$ cat src/rtl/map_mem_pkg.sv
// Shared types and default sizing for the maze-map port-A arbiter.
package map_mem_pkg;

  localparam int MAP_NUM_REQ      = 3;
  localparam int MAP_DATA_WIDTH   = 4;
  localparam int MAP_DATA_DEPTH   = 1023;
  localparam int MAP_READ_LATENCY = 1;
  localparam int MAP_AW           = $clog2(MAP_DATA_DEPTH);
  localparam int MAP_DW           = MAP_DATA_WIDTH;

  typedef logic [1:0] arb_state_t;
  localparam arb_state_t ARB  = 2'd0;
  localparam arb_state_t KICK = 2'd1;
  localparam arb_state_t WAIT = 2'd2;

  typedef logic [$clog2(MAP_NUM_REQ)-1:0] req_idx_t;

endpackage

$ cat src/rtl/map_mem_arbiter_rr_arbiter.sv
// Round-robin grant: first valid requester at or after the pointer, circular order.
module rr_arbiter
  import map_mem_pkg::*;
#(
  parameter int N = MAP_NUM_REQ,
  localparam int IW = $clog2(N)
) (
  input  logic          clk,
  input  logic          soft_rst,
  input  logic [N-1:0]  valid,
  input  logic          enable,
  output logic [N-1:0]  grant,
  output logic [IW-1:0] grant_idx
);

  logic [IW-1:0] ptr_reg, ptr_next;

  always_comb begin
    logic          found;
    logic [IW-1:0] cand;
    grant     = '0;
    grant_idx = '0;
    ptr_next  = ptr_reg;
    found     = 1'b0;
    cand      = '0;
    for (int off = 0; off < N; off++) begin
      cand = IW'((int'(ptr_reg) + off) % N);
      if (enable && !found && valid[cand]) begin
        found       = 1'b1;
        grant[cand] = 1'b1;
        grant_idx   = cand;
        ptr_next    = IW'((int'(cand) + 1) % N);
      end
    end
  end

  always_ff @(posedge clk) begin
    if (soft_rst) begin
      ptr_reg <= '0;
    end else begin
      ptr_reg <= ptr_next;
    end
  end

endmodule

$ cat src/rtl/map_mem_arbiter.sv
// Shares maze-map BRAM port A among game-logic requesters and sequences level restores.
module map_mem_arbiter
  import map_mem_pkg::*;
#(
  parameter int NUM_REQ      = MAP_NUM_REQ,
  parameter int DATA_WIDTH   = MAP_DATA_WIDTH,
  parameter int DATA_DEPTH   = MAP_DATA_DEPTH,
  parameter int READ_LATENCY = MAP_READ_LATENCY,
  localparam int AW = $clog2(DATA_DEPTH),
  localparam int DW = DATA_WIDTH
) (
  input  logic                  clk,
  input  logic                  soft_rst,
  input  logic                  level_restart,
  input  logic [NUM_REQ-1:0]    req_valid,
  input  logic [NUM_REQ-1:0]    req_we,
  input  logic [NUM_REQ*AW-1:0] req_addr,
  input  logic [NUM_REQ*DW-1:0] req_wdata,
  output logic [NUM_REQ-1:0]    req_ready,
  output logic [NUM_REQ-1:0]    rsp_valid,
  output logic [DW-1:0]         rsp_rdata,
  output logic                  busy,
  output logic                  bram_rst,
  output logic                  bram_wea,
  output logic [AW-1:0]         bram_addra,
  output logic [DW-1:0]         bram_dia,
  input  logic [DW-1:0]         bram_douta
);

  localparam int IW = $clog2(NUM_REQ);

  arb_state_t           state_reg, state_next;
  logic [AW-1:0]        cnt_reg, cnt_next;
  logic                 arb_en;
  logic [NUM_REQ-1:0]   grant;
  logic [IW-1:0]        grant_idx;
  logic [AW-1:0]        addr_arr  [NUM_REQ];
  logic [DW-1:0]        wdata_arr [NUM_REQ];
  logic [NUM_REQ-1:0]   tag_pipe_reg [READ_LATENCY];

  for (genvar gi = 0; gi < NUM_REQ; gi++) begin : g_unpack
    assign addr_arr[gi]  = req_addr[gi*AW +: AW];
    assign wdata_arr[gi] = req_wdata[gi*DW +: DW];
  end

  // A restart request takes priority over any grant in the same cycle.
  assign arb_en = !soft_rst && (state_reg == ARB) && !level_restart;

  rr_arbiter #(.N(NUM_REQ)) u_rr (
    .clk       (clk),
    .soft_rst  (soft_rst),
    .valid     (req_valid),
    .enable    (arb_en),
    .grant     (grant),
    .grant_idx (grant_idx)
  );

  always_comb begin
    state_next = state_reg;
    cnt_next   = cnt_reg;
    case (state_reg)
      ARB:  if (level_restart) state_next = KICK;
      KICK: begin
        state_next = WAIT;
        cnt_next   = '0;
      end
      WAIT: begin
        cnt_next = cnt_reg + 1'b1;
        if (cnt_reg == AW'(DATA_DEPTH - 1)) state_next = ARB;
      end
      default: begin
        state_next = WAIT;
        cnt_next   = '0;
      end
    endcase
  end

  always_ff @(posedge clk) begin
    if (soft_rst) begin
      state_reg <= WAIT;
      cnt_reg   <= '0;
    end else begin
      state_reg <= state_next;
      cnt_reg   <= cnt_next;
    end
  end

  always_comb begin
    bram_wea   = 1'b0;
    bram_addra = '0;
    bram_dia   = '0;
    if (|grant) begin
      bram_wea   = req_we[grant_idx];
      bram_addra = addr_arr[grant_idx];
      bram_dia   = wdata_arr[grant_idx];
    end
  end

  // One-hot read tags travel alongside the BRAM read latency.
  always_ff @(posedge clk) begin
    if (soft_rst) begin
      for (int i = 0; i < READ_LATENCY; i++) tag_pipe_reg[i] <= '0;
    end else begin
      tag_pipe_reg[0] <= grant & ~req_we;
      for (int i = 1; i < READ_LATENCY; i++) tag_pipe_reg[i] <= tag_pipe_reg[i-1];
    end
  end

  assign req_ready = grant;
  assign rsp_valid = soft_rst ? '0 : tag_pipe_reg[READ_LATENCY-1];
  assign rsp_rdata = (|rsp_valid) ? bram_douta : '0;
  assign busy      = soft_rst || (state_reg != ARB);
  assign bram_rst  = soft_rst || (state_reg == KICK);

endmodule

$ cat config.mk
export PLATFORM = sky130hd
export DESIGN_NAME = map_mem_arbiter
export DESIGN_NICKNAME = d
export VERILOG_FILES = /design/src/rtl/map_mem_pkg.sv /design/src/rtl/map_mem_arbiter_rr_arbiter.sv /design/src/rtl/map_mem_arbiter.sv
export SDC_FILE = /design/constraint.sdc
export NUM_CORES = 1
export LEC_CHECK = 0
export ABC_CLOCK_PERIOD_IN_PS = 8000
export CAP_MARGIN = 20
export CORE_ASPECT_RATIO = 1.25
export CORE_MARGIN = 2
export CORE_UTILIZATION = 35
export DETAILED_ROUTE_END_ITERATION = 12
export PLACE_DENSITY = 0.73
export SLEW_MARGIN = 40
export SYNTH_ARGS = -nofsm -noshare
export SYNTH_HDL_FRONTEND = slang
export SYNTH_HIERARCHICAL = 1
export SYNTH_SLANG_ARGS = --single-unit
$ cat constraint.sdc
create_clock -name clk -period 8 [get_ports clk]
set_input_delay 0.8 -clock clk [delete_from_list [all_inputs] [get_ports clk]]
set_output_delay 0.8 -clock clk [all_outputs]
set_load 0.005 [all_outputs]
==> results.yml <==
critical_path:
  start_kind: "input port"
  rrSetupSlack_ps: 5390
  crit_fanout: 16
  slowest_stage: "clkdlybuf4s50_1"
  critPathTopFamily: "simple AND/OR/NAND/NOR gates"
  required_ps: 7200
  critical_path_arrival_ps: 4460
  cp_common_cell: "nand2_1"
  path_class: "input port to output port"
  critPathMaxStageDelay_ps: 590
  path_buf_inv: 3
  critPathCaptureType: "output port"
  cp_cell_sequence: "clkdlybuf4s50_1, nor2_1, nand2_1, nor2_1, inv_1, nor4b_4, nand2_1, nand2_1, nor2b_2, nand2_1, a21oi_1, clkdlybuf4s50_1"
synthesis:
  synth_top_area_cell: "dfxtp_1"
  synth_cell_types: 38
  synthesis.area_sq_um: 1490
  yosys_warnings: 6
  synth.most_common_cell: "nand2_1"
  netlist_instances: 191
  synthesis.nets: 253
  syn_area_per_cell_sq_um: 7.802
  ys_async_sr_fraction: 0
  ys_seq_elements: 17
  yosys-top-cells-area: "dfxtp_1 23%, mux2i_1 15%, nand2_1 7.3%"
  yosysTopAreaCellShare: 0.2284
  synthTopCellsByCount: "29 x nand2_1, 22 x mux2i_1, 21 x a21oi_1"
  synth_edf_count: 0
  ys_seq_area_frac: 0.2284
  ys.flop_type: "dfxtp_1"
timing:
  finClkSkew_ps: 2.000
  period_share: 0.6574
  period_minus_slack_ps: 5259
  rsz0062_at_grt: "no"
  tightest_slew_ps: 575.7
  hold_viol: 0
  slew_violations: 0
  max_slew_margin: 0.6144
  report.final.setup_viol: 0
  holdWs_ps: 485.6
  fin_setup_tns_ps: 0
  max_freq_mhz: 190.2
grt:
  grt_usage: 0.1785
  first_global_vias: 1558
  grt_pass1_wl_mm: 6.975
  antenna_found_initial: 0
  grt_max_degree: 17
  gr-total-overflow: 0
routing:
  drt_iter0_markers: 66
  drtPass1Iterations: 4
  num_vias: 1571
  totalWireLength_mm: 4.305
  drcViolationCount: 0
  avgViaCountPerCell: 4.879
  detail-route-antenna-nets: 0
  routedWlPerCell_um: 13.37
clocking:
  h-tree-depth: 1
  post_cts_buffers: 0
  clk-insertion-delay-late_ps: 260
  cts_sinks: 17
  post_cts_resized: 0
  clkTransAtPathRegs_ps: 60
  hold_buffers: 0
  cts_root_buf: "clkbuf_8"
  cts_tree: "yes"
  clockBufferDepth: 2
  cts_buffers: 3
die:
  start_util: 0.3636
  die_h_um: 76.96
  fp-row-count: 26
  core-area_sq_um: 4099
  die_area_sq_um: 4799
  io_pins: 82
  dieWidth_um: 62.36
place:
  place_congestion: 0.8042
  place_area_sq_um: 2321
  port_buffers: 81
  dp_hpwl_mm: 3.450
pwr:
  p_leak_nw: 0.8781
  powerDensity_nw_per_um2: 81.57
  ir_drop_uv: 56.48
worst_hold_path:
  hold_class: "register to register"
layout:
  drive_gt1_frac: 0.1203
  area_delta_synth_final_pct: 59.03
  final_nets: 329
  largest_reg_flops: 10
  design_area_sq_um: 2370
  n_antenna_cell: 0
job:
  drv_cap: 0
run_status:
  status: "completed"
## power by group
part	leakage, nW	internal (W)	switching (W)
Sequential	0.138	0.0000859	0.00000185
Combinational	0.715	0.0000301	0.0000106
Clock	0.0255	0.0000347	0.0000301
Total	0.878	0.000151	0.0000426
## logic make-up after synthesis
logic type      synth area share
buf+inv                  0.05289
compound gates            0.1411
simple gates              0.3400
flops                     0.2284
mux                       0.1553
xor+xnor                 0.02351
fa+ha+maj                0.05877
## worst reg2reg max path, cell delays in order (launching register included)
cell and delay (ps):
dfxtp_1 380, inv_1 80, ha_1 450, nand3b_1 130, o21ai_2 130, nor3b_4 360
mux2_1 360, mux2i_1 170, ha_1 260, mux2i_1 120, nor2_1 50
## final timing paths
path	startpoint	endpoint	cells after the start
min	cnt_reg[9]	cnt_reg[9]	2
min reg2reg	cnt_reg[9]	cnt_reg[9]	2
max	soft_rst	bram_addra[1]	12
max reg2reg	u_rr/ptr_reg[0]	u_rr/ptr_reg[0]	10
## placed cells by master, fill, tap and decap left out, types with 2 or more instances in the layout
cell	n
a32oi_1	2
nand3b_1	3
dfxtp_1	17
mux2i_1	22
and2_1	4
nor2_1	10
nand3_1	3
nor3_1	3
ha_1	7
nand2_1	28
clkdlybuf4s50_1	81
nor2b_1	3
inv_1	5
nand4_2	2
xor2_1	3
nor3b_1	3
or3_2	2
o21ai_0	6
o21ai_2	2
clkbuf_8	3
nand4_1	2
a21oi_1	21
or2_2	16
## final cells by class
class / instances / area (sq um)
fill: 403 / 1729
multi-input combinational: 158 / 1076
timing repair buffer: 82 / 818.3
sequential: 17 / 340.3
tap: 56 / 70.07
clock buffer: 3 / 41.29
inverter: 5 / 18.77
clock inverter: 1 / 5.005
## metrics by stage
stage,worst slack [ps],total power (W),std cells,util
floorplan,4194,0.0001013,191,-
global placement,2518,0.0001303,318,0.5656
detailed placement,2597,0.0001304,318,0.5662
CTS,2584,0.0001961,322,0.5775
global route,2253,0.0002018,322,0.5781
finish,2741,0.0001933,322,0.5781
## routing by layer
metal | track usage | vias to the layer above | share of wire
li1 | - | 812 | -
met1 | 0.1975 | 701 | 0.41
met2 | 0.3326 | 55 | 0.51
met3 | 0.04985 | 3 | 0.080
met4 | 0.04667 | 0 | 0.0084
met5 | 0 | - | 0
Note: power is estimated with default switching activity, not from simulation.
